===== config.mk =====
export PLATFORM = sky130hd
export DESIGN_NAME = pipeline_ctrl_v2
export DESIGN_NICKNAME = d
export VERILOG_FILES = /design/src/rtl/pipeline_ctrl_v2_pkg.sv /design/src/rtl/pipeline_ctrl_v2_dbg_step_fsm.sv /design/src/rtl/pipeline_ctrl_v2.sv
export SDC_FILE = /design/constraint.sdc
export NUM_CORES = 1
export LEC_CHECK = 0
export CAP_MARGIN = 20
export CORE_ASPECT_RATIO = 0.8
export CORE_MARGIN = 5
export CORE_UTILIZATION = 45
export DETAILED_ROUTE_END_ITERATION = 6
export DONT_BUFFER_PORTS = 1
export GPL_ROUTABILITY_DRIVEN = 0
export SLEW_MARGIN = 10
export SYNTH_ARGS = -nofsm -noshare
export SYNTH_HDL_FRONTEND = slang
export SYNTH_HIERARCHICAL = 1
export SYNTH_SLANG_ARGS = --single-unit

===== constraint.sdc =====
create_clock -name clk -period 4.5 [get_ports clk]
set_clock_uncertainty 0.1 [all_clocks]
set_input_delay 0.675 -clock clk [delete_from_list [all_inputs] [get_ports clk]]
set_output_delay 0.675 -clock clk [all_outputs]
set_load 0.01 [all_outputs]

===== src/rtl/pipeline_ctrl_v2_pkg.sv =====
// Shared encodings for the pipeline controller: forwarding sources, stage indices, debug states.
package pipeline_ctrl_v2_pkg;

  localparam logic [1:0] FWD_SRC_RF  = 2'd0;
  localparam logic [1:0] FWD_SRC_EXE = 2'd1;
  localparam logic [1:0] FWD_SRC_MEM = 2'd2;

  localparam int unsigned STG_IF  = 0;
  localparam int unsigned STG_ID  = 1;
  localparam int unsigned STG_EXE = 2;
  localparam int unsigned STG_MEM = 3;
  localparam int unsigned STG_WB  = 4;
  localparam int unsigned NUM_STG = 5;

  localparam logic [1:0] DBG_RUN  = 2'd0;
  localparam logic [1:0] DBG_HALT = 2'd1;
  localparam logic [1:0] DBG_STEP = 2'd2;

endpackage


===== src/rtl/pipeline_ctrl_v2_dbg_step_fsm.sv =====
// Debug run/halt/multi-step state machine with step-edge detection and step counter.
module pipeline_ctrl_v2_dbg_step_fsm
  import pipeline_ctrl_v2_pkg::*;
#(
  parameter int unsigned STEP_W = 8
) (
  input  logic              clk,
  input  logic              rst,
  input  logic              debug_en,
  input  logic              debug_step,
  input  logic [STEP_W-1:0] debug_step_count,
  output logic [1:0]        state,
  output logic              dbg_halted
);

  logic [1:0]        state_q, state_d;
  logic [STEP_W-1:0] step_cnt_q, step_cnt_d;
  logic              step_prev_q, step_prev_d;
  logic              halted_q, halted_d;
  logic              step_rise;

  // Next-state, step counter and halted flag.
  always_comb begin
    state_d     = state_q;
    step_cnt_d  = step_cnt_q;
    step_prev_d = debug_step;
    step_rise   = debug_step && !step_prev_q;
    case (state_q)
      DBG_RUN: begin
        if (debug_en) state_d = DBG_HALT;
      end
      DBG_HALT: begin
        if (!debug_en) begin
          state_d = DBG_RUN;
        end else if (step_rise) begin
          state_d    = DBG_STEP;
          step_cnt_d = (debug_step_count == '0) ? STEP_W'(1) : debug_step_count;
        end
      end
      DBG_STEP: begin
        step_cnt_d = step_cnt_q - STEP_W'(1);
        if (!debug_en) begin
          state_d    = DBG_RUN;
          step_cnt_d = '0;
        end else if (step_cnt_q == STEP_W'(1)) begin
          state_d = DBG_HALT;
        end
      end
      default: begin
        state_d    = DBG_RUN;
        step_cnt_d = '0;
      end
    endcase
    halted_d = (state_d == DBG_HALT);
  end

  // State register with synchronous reset.
  always_ff @(posedge clk) begin
    if (rst) begin
      state_q     <= DBG_RUN;
      step_cnt_q  <= '0;
      step_prev_q <= 1'b0;
      halted_q    <= 1'b0;
    end else begin
      state_q     <= state_d;
      step_cnt_q  <= step_cnt_d;
      step_prev_q <= step_prev_d;
      halted_q    <= halted_d;
    end
  end

  assign state      = state_q;
  assign dbg_halted = halted_q;

endmodule


===== src/rtl/pipeline_ctrl_v2.sv =====
// Pipeline controller: operand forwarding, load-use/RAW stalls, branch flush/hold, debug gating, perf counters.
module pipeline_ctrl_v2
  import pipeline_ctrl_v2_pkg::*;
#(
  parameter int unsigned REG_AW        = 5,
  parameter int unsigned FWD_EN        = 1,
  parameter int unsigned BR_PREDICT_NT = 1,
  parameter int unsigned STEP_W        = 8,
  parameter int unsigned CNT_W         = 32
) (
  input  logic              clk,
  input  logic              rst,
  input  logic              rs_used,
  input  logic              rt_used,
  input  logic [REG_AW-1:0] addr_rs,
  input  logic [REG_AW-1:0] addr_rt,
  input  logic              is_branch_id,
  input  logic              is_branch_exe,
  input  logic              is_branch_mem,
  input  logic              branch_taken_exe,
  input  logic [REG_AW-1:0] regw_addr_exe,
  input  logic              wb_wen_exe,
  input  logic              mem_ren_exe,
  input  logic [REG_AW-1:0] regw_addr_mem,
  input  logic              wb_wen_mem,
  input  logic              debug_en,
  input  logic              debug_step,
  input  logic [STEP_W-1:0] debug_step_count,
  output logic [1:0]        fwd_a_sel,
  output logic [1:0]        fwd_b_sel,
  output logic [4:0]        stage_en,
  output logic [4:0]        stage_rst,
  output logic              dbg_halted,
  output logic [CNT_W-1:0]  stall_cnt,
  output logic [CNT_W-1:0]  flush_cnt
);

  logic [1:0]       dbg_state;
  logic             exe_a, exe_b, mem_a, mem_b;
  logic             stall, flush, hold, in_halt;
  logic             stall_act, flush_act;
  logic [CNT_W-1:0] stall_cnt_q, stall_cnt_d;
  logic [CNT_W-1:0] flush_cnt_q, flush_cnt_d;

  pipeline_ctrl_v2_dbg_step_fsm #(
    .STEP_W (STEP_W)
  ) u_dbg (
    .clk              (clk),
    .rst              (rst),
    .debug_en         (debug_en),
    .debug_step       (debug_step),
    .debug_step_count (debug_step_count),
    .state            (dbg_state),
    .dbg_halted       (dbg_halted)
  );

  // Hazard detection, forwarding selects, stage control and counter updates.
  always_comb begin
    exe_a = rs_used && (addr_rs != '0) && wb_wen_exe && (regw_addr_exe == addr_rs);
    exe_b = rt_used && (addr_rt != '0) && wb_wen_exe && (regw_addr_exe == addr_rt);
    mem_a = rs_used && (addr_rs != '0) && wb_wen_mem && (regw_addr_mem == addr_rs);
    mem_b = rt_used && (addr_rt != '0) && wb_wen_mem && (regw_addr_mem == addr_rt);
    in_halt = (dbg_state == DBG_HALT);

    if (FWD_EN != 0) stall = (exe_a || exe_b) && mem_ren_exe;
    else             stall = exe_a || exe_b || mem_a || mem_b;
    flush = (BR_PREDICT_NT != 0) && is_branch_exe && branch_taken_exe;
    hold  = (BR_PREDICT_NT == 0) && (is_branch_id || is_branch_exe || is_branch_mem) && !stall;

    fwd_a_sel = FWD_SRC_RF;
    fwd_b_sel = FWD_SRC_RF;
    stage_en  = '1;
    stage_rst = '0;
    stall_act = 1'b0;
    flush_act = 1'b0;

    if (rst) begin
      stage_rst = '1;
    end else if (in_halt) begin
      stage_en = '0;
    end else begin
      if (FWD_EN != 0) begin
        fwd_a_sel = exe_a ? FWD_SRC_EXE : (mem_a ? FWD_SRC_MEM : FWD_SRC_RF);
        fwd_b_sel = exe_b ? FWD_SRC_EXE : (mem_b ? FWD_SRC_MEM : FWD_SRC_RF);
      end
      if (flush) begin
        // IF stays enabled so the redirected PC loads; ID and EXE are squashed.
        stage_rst[STG_ID]  = 1'b1;
        stage_rst[STG_EXE] = 1'b1;
        flush_act          = 1'b1;
      end else if (stall) begin
        stage_en[STG_IF]   = 1'b0;
        stage_en[STG_ID]   = 1'b0;
        stage_rst[STG_EXE] = 1'b1;
        stall_act          = 1'b1;
      end else if (hold) begin
        stage_rst[STG_ID] = 1'b1;
      end
    end

    stall_cnt_d = stall_act ? stall_cnt_q + CNT_W'(1) : stall_cnt_q;
    flush_cnt_d = flush_act ? flush_cnt_q + CNT_W'(1) : flush_cnt_q;
  end

  // Performance counters, wrapping.
  always_ff @(posedge clk) begin
    if (rst) begin
      stall_cnt_q <= '0;
      flush_cnt_q <= '0;
    end else begin
      stall_cnt_q <= stall_cnt_d;
      flush_cnt_q <= flush_cnt_d;
    end
  end

  assign stall_cnt = stall_cnt_q;
  assign flush_cnt = flush_cnt_q;

endmodule


[After elaboration in Yosys (flattened, before gate mapping)]
Cells that the tools add are included.
W data, S select, Z words.
Storage, ports and cells
  register bits after elaboration: 76
  input port bits: 41
  output and inout port bits: 79
  word-level logic and storage cells: 76
Cells by class
  add/subtract/negate cells: 3
  equality and inequality tests: 10
  mux-type cells: 36
  bitwise operators: 1
  reduce and logical (&&, ||, !) cells: 20
Operator list (count)
  $add A32 B1 Y32 const B: 2
  $mux W2: 19
  $mux W8: 4
  $pmux W8 S3: 1
  $eq A5 B5 Y1: 4
  $logic_and A1 B1 Y1: 13
  $reduce_bool A5 Y1: 2
  $mux W1: 9
  $eq A8 B1 Y1 const B: 1
  $logic_not A8 Y1: 1
  $sub A8 B1 Y8 const B: 1
  $pmux W2 S3: 1
  $mux W5: 1
  $eq A2 B1 Y1 const B: 2
  $mux W3: 1
  $reduce_and A3 Y1: 1
  $eq A2 B2 Y1 const B: 1
  $logic_not A2 Y1: 1
  $ne A2 B1 Y1 const B: 1
  $ne A2 B2 Y1 const B: 1
  $logic_not A1 Y1: 1
  $logic_or A1 B1 Y1: 1
  $not A1 Y1: 1

[Depth between registers and ports, before layout]
Gate-level depths: netlist of the first run.
  depth in word-level cells: 10
  mapped depth: 8

[Cells and area by module]
The synthesis of the first run kept the hierarchy.
Modules (own cells, without submodules)
  pipeline_ctrl_v2: times used 1, cells each 477, area each 4005.1 µm², sequential area each 1281.2 µm²
  pipeline_ctrl_v2_dbg_step_fsm: times used 1, cells each 102, area each 809.5 µm², sequential area each 240.2 µm²

[Worst setup path before layout of the first run]
Ideal clock, no wire load.
  path type: input -> output
  start point: input addr_rt[1]
  end point: output stage_en[1]
  arrival: 2.376 ns
  path slack: 1.349 ns
  stages on the path: 8
  path buffers: 3
  path through: or4_1 -> o21ai_2 -> nand4b_4 -> buf_8 -> buf_12 -> a21oi_1 -> o21ai_0 -> buf_4
Between the ends
  word-level cells in the longest chain between the ends: 10
  elaborated cells on any way between the ends: 11
  classes of those cells: eq/ne: 1; mux: 4; reduce/logical: 6
Ends and longest elaborated chain
  from (decl): RTL line pipeline_ctrl_v2.sv:16  | input logic [REG_AW-1:0] addr_rt,
  $reduce_bool A5 Y1: RTL line pipeline_ctrl_v2.sv:60  | exe_b = rt_used && (addr_rt != '0) && wb_wen_exe && (regw_addr_exe == addr_rt);
  $logic_and A1 B1 Y1 (2 in series): RTL line pipeline_ctrl_v2.sv:60
  $logic_and A1 B1 Y1 *: RTL line pipeline_ctrl_v2.sv:60
  $logic_or A1 B1 Y1 *
  $logic_and A1 B1 Y1 *: RTL line pipeline_ctrl_v2.sv:65  | if (FWD_EN != 0) stall = (exe_a || exe_b) && mem_ren_exe;
  $mux W2 *: RTL line pipeline_ctrl_v2.sv:91  | end else if (stall) begin
  $mux W2 *: RTL line pipeline_ctrl_v2.sv:86  | if (flush) begin
  $mux W2 *: RTL line pipeline_ctrl_v2.sv:79  | end else if (in_halt) begin
  $mux W5 *: RTL line pipeline_ctrl_v2.sv:77  | if (rst) begin
  to (decl): RTL line pipeline_ctrl_v2.sv:31  | output logic [4:0] stage_en,
Mark *: on every way between the ends. The rest lies on a longest branch, timed or not.

[Worst setup path in the final report of the first run]
Same ends and word-level chain as after synthesis.

==> summary by stage, run 1 <==
GRT
The via count of the first global-routing pass is 3875. For this run, the total global-route usage over all layers was measured as 0.190. The global-route congestion overflow total is 0. The first global-routing pass estimated 20000 µm of wire. The pin count of the biggest net entering global routing is 117.

The number of antenna violations at the first check in global routing is 0.

STA
The minimum clock period is 3.24 ns. The transition at the pin with the smallest max-transition slack is 0.735 ns. Summed over all failing endpoints, the final setup total negative slack is 0 ns. The top achievable clock speed is 309 MHz. The count of final max-slew check failures came to 0. The post-route worst hold slack is 0.304 ns.

The final count of negative-setup-slack endpoints is 0. Setup repair after global routing left no endpoint under its margin. The final-report hold violation count is 0.

The worst setup margin is 1.26 ns. The final clock period utilization by the worst path is 0.720. The relative slew slack is 0.505.

Clock tree
The number of buffers created by CTS is 9. The clock slew seen by the registers of the worst setup and hold paths is 0.06 ns. In this run the clock root is driven by a clkbuf_16. Buffers inserted to repair hold after CTS numbered 0.

The H-tree level count is 3. Buffers added to address setup during post-CTS repair amount to 0. Clock latency on the worst-skew pair, taken at its later pin, is 0.34 ns. The clock tree from TritonCTS is built. The number of gates resized after CTS was 0.

The number of clock sinks seen by CTS is 76. The maximum number of buffers from clock root to sink is 2.

Route
After detailed routing, the total wire length is 12300 µm. The count of nets left with antenna violations once routing finished came out at 0. The final routed DRC violation total is 0. Across all layers, the routed design uses 4143 vias. The iteration-0 DRC count of the detailed router is 276. The routed wirelength normalized by instance count is 17.5 µm.

After detailed routing, the number of vias per cell comes to 5.88. The first detailed-routing pass ran for 4 iterations.

Pwr
The internal portion of the total power is 1.20 mW. The power per cell area is 303 nW/µm². For this design the total switching power over the nets is 0.358 mW. Of the total power, the clock network draws 0.507. VDD sags by at most 0.141 mV. Of the total power, combinational logic draws 0.055. Overall power consumption after layout is estimated at 1.56 mW. Of the total power, the share spent switching nets is 0.230. The leakage power total is 1.77 nW. The share of total power dissipated in sequential elements is 0.438.

Synth
The post-synthesis net count is 628. A synthesized cell averages 8.32 µm². Of the synthesized area, sequential elements account for 0.316. Synthesis produced a netlist whose cell count is 579. The fraction of registers with async set or reset after synthesis is 0. The count of cell types in the netlist is 61. The prevailing post-synth register cell is dfxtp_1. The mapped cell area is 4810 µm².

The number of enable flip-flop cells after synthesis is 0. Yosys printed 6 warnings. After synthesis the netlist holds a flip-flop and latch count of 76.

Placement
The cell area after placement is 4820 µm². Summed over all nets, the half-perimeter wirelength after detailed placement is 8790 µm. The number of placed cells counting well taps is 689.

Before CTS, the worst setup slack after placement is 1.23 ns. The number of I/O port buffers is 0.

Hold path
The worst hold path belongs to the class in2reg.

Setup path
The maximum fanout along the worst path is 3. STA classifies the critical path endpoint as an output pin. The critical path data required time is 3.72 ns. The startpoint-to-endpoint class of the critical path is in2out. The worst path buffer plus inverter count is 1. The signal arrival time at the worst endpoint is 2.46 ns. The biggest cell delay along the critical path is 0.59 ns. The worst-path cell with the longest stage delay is o21ai_0.

Broken down by cell family, the worst path's largest delay share belongs to compound AO/OA/AOI/OAI gates. Traced cell by cell, the critical path runs through or4_1, o21ai_2, nand4b_4, a21oi_1, o21ai_0, buf_4. The category of the worst setup path launch point is an input pin.

Final layout
The number of standard cells in the layout, taps in and fillers out is 705. For this run, the post-layout net count is 609. The fraction of final layout cells sized beyond drive strength 1 is 0.127. The library cell used most frequently in the layout, excluding fill and tap cells, is dfxtp_1.

The area growth from synthesis to final layout is 6.86%. In the layout the commonest cells are dfxtp_1 (76), nor2_1 (64), nand2_1 (41), nand3_1 (39), nor2b_1 (33). The utilization after layout is 0.496. With fillers left out, the area of the finished cells amounts to 5140 µm².

The antenna diode count is 0. The filler cells instantiated in the layout total 996.

Floorplanning
From bottom edge to top edge, the die measures 103 µm. The die is 126 µm wide. The core region area is 10400 µm². The initial core utilization is 0.465. The floorplan step defined a die boundary enclosing 12900 µm². The count of standard-cell rows is 33. The I/O pin count is 120.

Run
The number of violations of the max-capacitance limit is 0.

Outcome
The run finished with clean final reports.
-- cell families (layout without fill, tap and decap cells) --
kind of cell,after synthesis,count (layout),synth area share
xor+xnor,43,43,0.0782
mux,33,33,0.0813
flops,76,76,0.316
simple gates,282,282,0.329
compound gates,88,88,0.120
fa+ha+maj,8,8,0.0208
buf+inv,49,35,0.0543
-- routing by layer --
layer / wire length, µm / part of all wire / GRT usage
met5: 0 / 0 / 0
met4: 225 / 0.018 / 0.0692
met3: 1080 / 0.088 / 0.0735
met2: 5460 / 0.44 / 0.288
met1: 5580 / 0.45 / 0.249
-- power by group through the flow --
stage	logic (mW)	clock network (mW)	registers (mW)
floorplan	0.0876	0	0.696
global placement	0.0846	0	0.697
detailed placement	0.0865	0	0.698
CTS	0.0870	0.813	0.682
global route	0.0964	0.847	0.683
finish	0.0859	0.789	0.682
-- Yosys cell counts (all sizes together), types with 5 or more instances --
| library cell | instances | area share |
|---|---|---|
| ha | 8 | 0.021 |
| nor3 | 10 | 0.010 |
| a21oi | 37 | 0.043 |
| xnor2 | 20 | 0.036 |
| nand4 | 31 | 0.042 |
| nand2 | 42 | 0.033 |
| buf | 19 | 0.031 |
| a2111oi | 7 | 0.016 |
| nor2 | 64 | 0.050 |
| clkbuf | 17 | 0.013 |
| nand2b | 5 | 0.0065 |
| a211oi | 5 | 0.0078 |
| or4 | 9 | 0.015 |
| and3 | 9 | 0.012 |
| nor4 | 12 | 0.028 |
| o21ai | 19 | 0.021 |
| mux2 | 31 | 0.077 |
| inv | 12 | 0.0094 |
| or3 | 7 | 0.0091 |
| dfxtp | 76 | 0.32 |
| nor2b | 33 | 0.043 |
| and2 | 7 | 0.0091 |
| nand3 | 39 | 0.041 |
| xor2 | 23 | 0.042 |
-- state kept, by name (all words and copies together), names as in the netlist --
name               cells
u_dbg/step_cnt_q       8
u_dbg/dbg_halted       1
u_dbg/state            2
stall_cnt             32
u_dbg/step_prev_q      1
flush_cnt             32
-- area by class of cell --
cell class                      count  area [µm²]  area share
Clock buffer                        9         225      0.0438
Clock inverter                      7        97.6      0.0190
Inverter                           13        48.8     0.00948
Multi-Input combinational cell    454        3030       0.589
Sequential cell                    76        1520       0.296
Tap cell                          140         175      0.0340
Timing Repair Buffer                6        45.0     0.00875
-- worst paths after layout --
check / cells past startpoint / to / slack (ns) / from
hold reg to reg: 2 / u_dbg/step_cnt_q[7] / 0.41 / u_dbg/step_cnt_q[7]
setup reg to reg: 5 / stall_cnt[23] / 2.13 / stall_cnt[3]
setup / recovery: 6 / stage_en[1] / 1.26 / addr_rt[1]
hold / removal: 1 / u_dbg/step_prev_q / 0.30 / rst
-- worst reg2reg max path: stages, from the launching register on --
cell and delay (ns):
dfxtp_1 0.49, nand4_2 0.24, nor4_4 0.42, nand2_2 0.20
a2111oi_1 0.44, mux2_1 0.36
Power figures use the tool's default switching activity.
==> run 2, diff against run 1 <==
clock period = 3.1 ns   (was 4.5 ns; I/O delays follow)
==> summary by stage, run 2 (synthesized netlist as in run 1, its figures left out) <==
Floorplanning
The die width was 126 µm (unchanged). The count of standard-cell rows is 33 (unchanged). The initial core utilization is 0.465 (unchanged). The core region area is 10400 µm² (unchanged). The height of the die is 103 µm (unchanged). The I/O pin count came to 120 (unchanged). The die outline area is 12900 µm² (unchanged).

Final layout
The final net count is 613 (+0.66%). The antenna diode count was 0 (unchanged). The number of standard cells in the layout, taps in and fillers out is 709 (+0.57%).

The utilization after layout was 0.497 (+0.000725). The area of all placed cells without fillers came to 5150 µm² (+0.15%). The library cells used most frequently in the layout, excluding fill and tap cells, are dfxtp_1 (76), nor2_1 (64), nand2_1 (41), nand3_1 (39), nor2b_1 (33). The fraction of final layout cells sized beyond drive strength 1 is 0.134 (+0.00613). The number of fill cells in the layout came to 997 (+0.10%).

Compared with the post-synthesis result, the final layout area differs by 7.02%. The most frequent standard cell in the layout excluding fill and tap cells is dfxtp_1.

STA
The final total negative setup slack is 0 ns (unchanged). The relative slew slack came to 0.478 (-0.0272). The final-report hold violation count is 0 (unchanged).

The count of final max-slew check failures was 0 (unchanged). Static timing analysis puts the maximum clock frequency at 378 MHz. Setup repair after global routing left no endpoint under its margin.

The post-route worst hold slack is 0.0936 ns (-0.210 ns). The minimum clock period is 2.65 ns. The final count of negative-setup-slack endpoints is 0 (unchanged).

The final clock period utilization by the worst path is 0.854. The worst setup margin is 0.454 ns (-0.808 ns). The transition at the pin with the smallest max-transition slack is 0.777 ns (+0.0425 ns).

Route
The detailed-route vias per instance is 5.85 (-0.44%). The met3 layer wire length in the routed design came to 1010 µm (-6.7%). The iteration-0 DRC count of the detailed router is 357 (+29%). The wire length on met1 is 5600 µm (+0.30%). The wire length on met2 came to 5650 µm (+3.5%).

The total number of vias was 4148 (+0.12%). The final routed DRC violation total came to 0 (unchanged). The number of antenna-violating nets in the routed design is 0 (unchanged).

The routed wirelength normalized by instance count is 17.5 µm (-0.31%). The total wire length came to 12400 µm (+0.25%). The uppermost layer routed is met5.

The number of detailed-routing iterations run before antenna repair is 4 (unchanged).

Placement
The number of placed cells counting well taps is 693 (+0.58%). The cell area after placement came to 4850 µm² (+0.62%). The post-detailed-placement half-perimeter wirelength is 9010 µm (+2.4%). The worst slack after detailed placement came to 0.491 ns (-0.742 ns). The number of I/O port buffers was 0 (unchanged).

Hold path
The hold-critical path depth came to 1 (unchanged). The path class of the tightest hold or removal check is in2reg.

GRT
The global-route congestion overflow total was 0 (unchanged). The number of antenna violations at the first check in global routing came to 1 (+1). The via count of the first global-routing pass came to 4086 (+5.4%). The wire length of the first global-routing pass is 20800 µm (+4.0%). The pin count of the biggest net entering global routing is 117 (unchanged). The total global-route track usage is 0.196 (+0.00606).

Setup path
The signal arrival time at the worst endpoint is 2.82 ns (+0.36 ns). The critical path data required time came to 3.27 ns (-0.45 ns). The worst setup path is captured at a flip-flop. The maximum fanout along the worst path is 11 (+8).

The number of cells traversed by the worst register-to-register path is 6 (+1). The worst setup path is of the reg2reg kind. The category of the worst setup path launch point is a flip-flop.

Pwr
The maximum vdd ir drop was 0.244 mV (+73%). The overall power consumption is 2.17 mW (+40%). The power per cell area is 422 nW/µm² (+39%). The leakage power total is 1.79 nW (+0.97%).

Clock tree
The number of buffers created by CTS is 9 (unchanged). The number of gates given a new drive strength after cts is 0 (unchanged). The H-tree level count was 3 (unchanged). The clock slew seen by the registers of the worst setup and hold paths is 0.06 ns (about the same). The maximum number of buffers from clock root to sink is 2 (unchanged). The cell chosen for the clock root is clkbuf_16. The number of clock sinks seen by CTS came to 76 (unchanged). The number of buffers inserted by hold repair at cts is 0 (unchanged).

The buffer count from post-CTS setup fixing was 0 (unchanged). TritonCTS built the clock tree. The clock latency on the worst-skew pair is 0.34 ns (about the same).

Outcome
The flow ran to the end, and the final reports show no timing, DRC or antenna violations.

Run
The number of violations of the max-capacitance limit is 0 (unchanged).
run 2: changes by cell type in the layout (fill, tap and decap cells not counted), sizes merged:
cell      before  now
clkinvlp       2    0
buf            6   10
clkinv         2    6
inv           14   13
bufinv         2    1
run 2: per-layer routing:
metal,up-vias,GRT usage
li1,2049,-
met1,1953,0.252
met2,134,0.310
met3,10,0.0715
met4,2,0.0650
met5,-,0
run 2: final cells by class:
| type | count | area, µm² | area share |
|---|---|---|---|
| Tap cell | 140 | 175 | 0.0340 |
| Clock buffer | 9 | 225 | 0.0437 |
| Clock inverter | 7 | 75.1 | 0.0146 |
| Inverter | 13 | 48.8 | 0.00947 |
| Timing Repair Buffer | 10 | 75.1 | 0.0146 |
| Sequential cell | 76 | 1520 | 0.295 |
| Multi-Input combinational cell | 454 | 3030 | 0.588 |
run 2: worst paths after layout:
check	to	slack, ns	from
max	flush_cnt[27]	0.45	u_dbg/state[0]
min	u_dbg/step_prev_q	0.09	rst
max reg2reg	flush_cnt[27]	0.45	u_dbg/state[0]
min reg2reg	u_dbg/step_cnt_q[7]	0.40	u_dbg/step_cnt_q[7]
run 2: report_power, final:
part / total [mW] / internal, mW / leakage [nW] / switching [mW]
Clock: 1.06 / 0.627 / 0.150 / 0.431
Combinational: 0.126 / 0.0526 / 1.03 / 0.0731
Sequential: 0.991 / 0.982 / 0.613 / 0.00871
run 2: worst max-delay path, stage by stage, from the launching register on:
cell and delay, ns:
dfxtp_1 0.39, nor2b_1 0.22, buf_4 0.20, nor4_2 0.58, nand4_1 0.50, or3_1 0.46
a21oi_1 0.14
==> run 3, diff against run 2 <==
PLACE_DENSITY = 0.65   (was unset)
==> summary by stage, run 3 (synthesized netlist as in run 1, its figures left out) <==
Setup path
The category of the worst setup path launch point is a flip-flop. The setup path with the least slack is of type reg2reg. The biggest cell delay along the critical path is 0.60 ns (+0.02 ns). The critical path goes through nand4_1, nor4b_4, nand2_2, a2111oi_1, mux2_1. The worst-path cell with the longest stage delay is nor4b_4.

The critical path data required time is 3.21 ns (-0.06 ns). The signal arrival time at the worst endpoint is 2.79 ns (-0.03 ns). The worst path buffer plus inverter count is 0 (-1). The maximum fanout along the worst path is 11 (unchanged). The type of element capturing the critical path is a flip-flop. The kind of cell with the highest combined delay along the critical path is simple AND/OR/NAND/NOR gates.

Pwr
The cell-internal power is 1.83 mW (+9.9%). The sequential share of power is 0.423 (-0.033). The net switching power figure was 0.513 mW (about the same). The switching fraction of total power is 0.219 (-0.0165).

The power per cell area is 449 nW/µm² (+6.3%). The combinational group share of total power is 0.054 (-0.004). The clock network power share is 0.522 (+0.035). The maximum vdd ir drop is 0.272 mV (+12%).

The overall power consumption was 2.34 mW (+7.6%). The leakage power total is 1.81 nW (+1.1%).

Route
The routed wirelength normalized by instance count is 17.3 µm (-1.0%). The detailed-route vias per instance is 5.91 (+1.1%). The iteration-0 DRC count of the detailed router is 349 (-2.2%). The number of detailed-routing iterations run before antenna repair is 5 (+1). The total wire length was 12300 µm (-0.90%). The number of antenna-violating nets in the routed design is 0 (unchanged). The final routed DRC violation total came to 0 (unchanged). The total number of vias is 4199 (+1.2%).

Clock tree
The number of buffers created by CTS is 9 (unchanged). The number of clock sinks seen by CTS was 76 (unchanged). The number of gates given a new drive strength after cts was 0 (unchanged). The clock latency on the worst-skew pair was 0.33 ns (about the same). The buffer count from post-CTS setup fixing came to 0 (unchanged). The number of buffers inserted by hold repair at cts is 0 (unchanged). The maximum number of buffers from clock root to sink came to 2 (unchanged).

The cell chosen for the clock root is clkbuf_16. The H-tree level count is 3 (unchanged). The clock slew seen by the registers of the worst setup and hold paths is 0.06 ns (about the same).

TritonCTS built the clock tree.

Floorplanning
The die outline area came to 12900 µm² (unchanged). The count of standard-cell rows is 33 (unchanged). The height of the die is 103 µm (unchanged).

The initial core utilization came to 0.465 (unchanged). The I/O pin count is 120 (unchanged). The die width was 126 µm (unchanged).

The core region area is 10400 µm² (unchanged).

STA
The final-report hold violation count was 0 (unchanged). The final clock period utilization by the worst path was 0.864 (+0.0107). The relative slew slack was 0.466 (-0.0116). Setup repair after global routing left no endpoint under its margin.

The post-route worst hold slack is 0.104 ns (+0.0102 ns). The top achievable clock speed is 373 MHz (-1.2%). The count of final max-slew check failures is 0 (unchanged). The final total negative setup slack is 0 ns (unchanged). The transition at the pin with the smallest max-transition slack was 0.795 ns (+0.0173 ns). The final count of negative-setup-slack endpoints came to 0 (unchanged).

The minimum clock period was 2.68 ns (+0.0332 ns).

Hold path
The worst hold path belongs to the class in2reg.

Outcome
The flow ran to the end, and the final reports show no timing, DRC or antenna violations.

GRT
The pin count of the biggest net entering global routing came to 117 (unchanged). The total global-route track usage is 0.190 (-0.00620). The wire length of the first global-routing pass came to 20200 µm (-3.0%). The via count of the first global-routing pass is 3973 (-2.8%). The number of antenna violations at the first check in global routing is 1 (unchanged). The global-route congestion overflow total is 0 (unchanged).

Final layout
The area of combinational cells with multiple inputs is 3040 µm² (+0.29%). The sequential cell area is 1520 µm² (unchanged). The area growth from synthesis to final layout is 8.26%. The area of all placed cells without fillers is 5210 µm² (+1.2%). The utilization after layout is 0.503 (+0.00579).

Leaving out fill and tap cells, the most frequent cells in the layout are dfxtp_1 (76), nor2_1 (64), nand2_1 (41), nand3_1 (39), nor2b_1 (33). The fraction of final layout cells sized beyond drive strength 1 came to 0.134 (unchanged). The library cell used most frequently in the layout, excluding fill and tap cells, is dfxtp_1. The number of fill cells in the layout is 1007 (+1.0%). The final net count is 613 (unchanged).

Placement
The cell area after placement came to 4850 µm² (unchanged). The number of I/O port buffers is 0 (unchanged). The post-detailed-placement half-perimeter wirelength is 8840 µm (-1.8%).

Run
The number of violations of the max-capacitance limit came to 0 (unchanged).
[run 3: area by class of cell]
cell class / instances / area share
clock buffer: 9 / 0.0432
multi-input combinational: 454 / 0.583
antenna: 1 / 0.000480
timing repair buffer: 10 / 0.0144
inverter: 13 / 0.00936
clock inverter: 7 / 0.0238
tap: 140 / 0.0336
sequential: 76 / 0.292
[run 3: final timing paths]
| check | depth (start not counted) | slack (ns) | to | start |
|---|---|---|---|---|
| worst min-delay path | 1 | 0.10 | u_dbg/step_prev_q | rst |
| worst max register to register | 5 | 0.42 | stall_cnt[23] | stall_cnt[9] |
| worst min register to register | 2 | 0.40 | u_dbg/step_cnt_q[7] | u_dbg/step_cnt_q[7] |
| worst max-delay path | 5 | 0.42 | stall_cnt[23] | stall_cnt[9] |
[run 3: through the flow]
stage,setup slack (ns),cells
after floorplan,0.369,579
after global placement,0.241,693
after detailed placement,0.167,693
after CTS,0.180,709
after global routing,0.234,710
final,0.421,710
[run 3: power groups by stage]
stage | clock (mW) | sequential, mW | combinational [mW]
finish | 1.22 | 0.991 | 0.127
global route | 1.29 | 0.991 | 0.142
CTS | 1.26 | 0.990 | 0.128
detailed placement | 0 | 1.01 | 0.128
global placement | 0 | 1.01 | 0.124
floorplan | 0 | 1.01 | 0.127
[run 3: metal layers]
| layer | track usage | share of wire |
|---|---|---|
| met5 | 0 | 0 |
| met3 | 0.0834 | 0.098 |
| met1 | 0.236 | 0.43 |
| met4 | 0.0492 | 0.0082 |
| met2 | 0.306 | 0.46 |
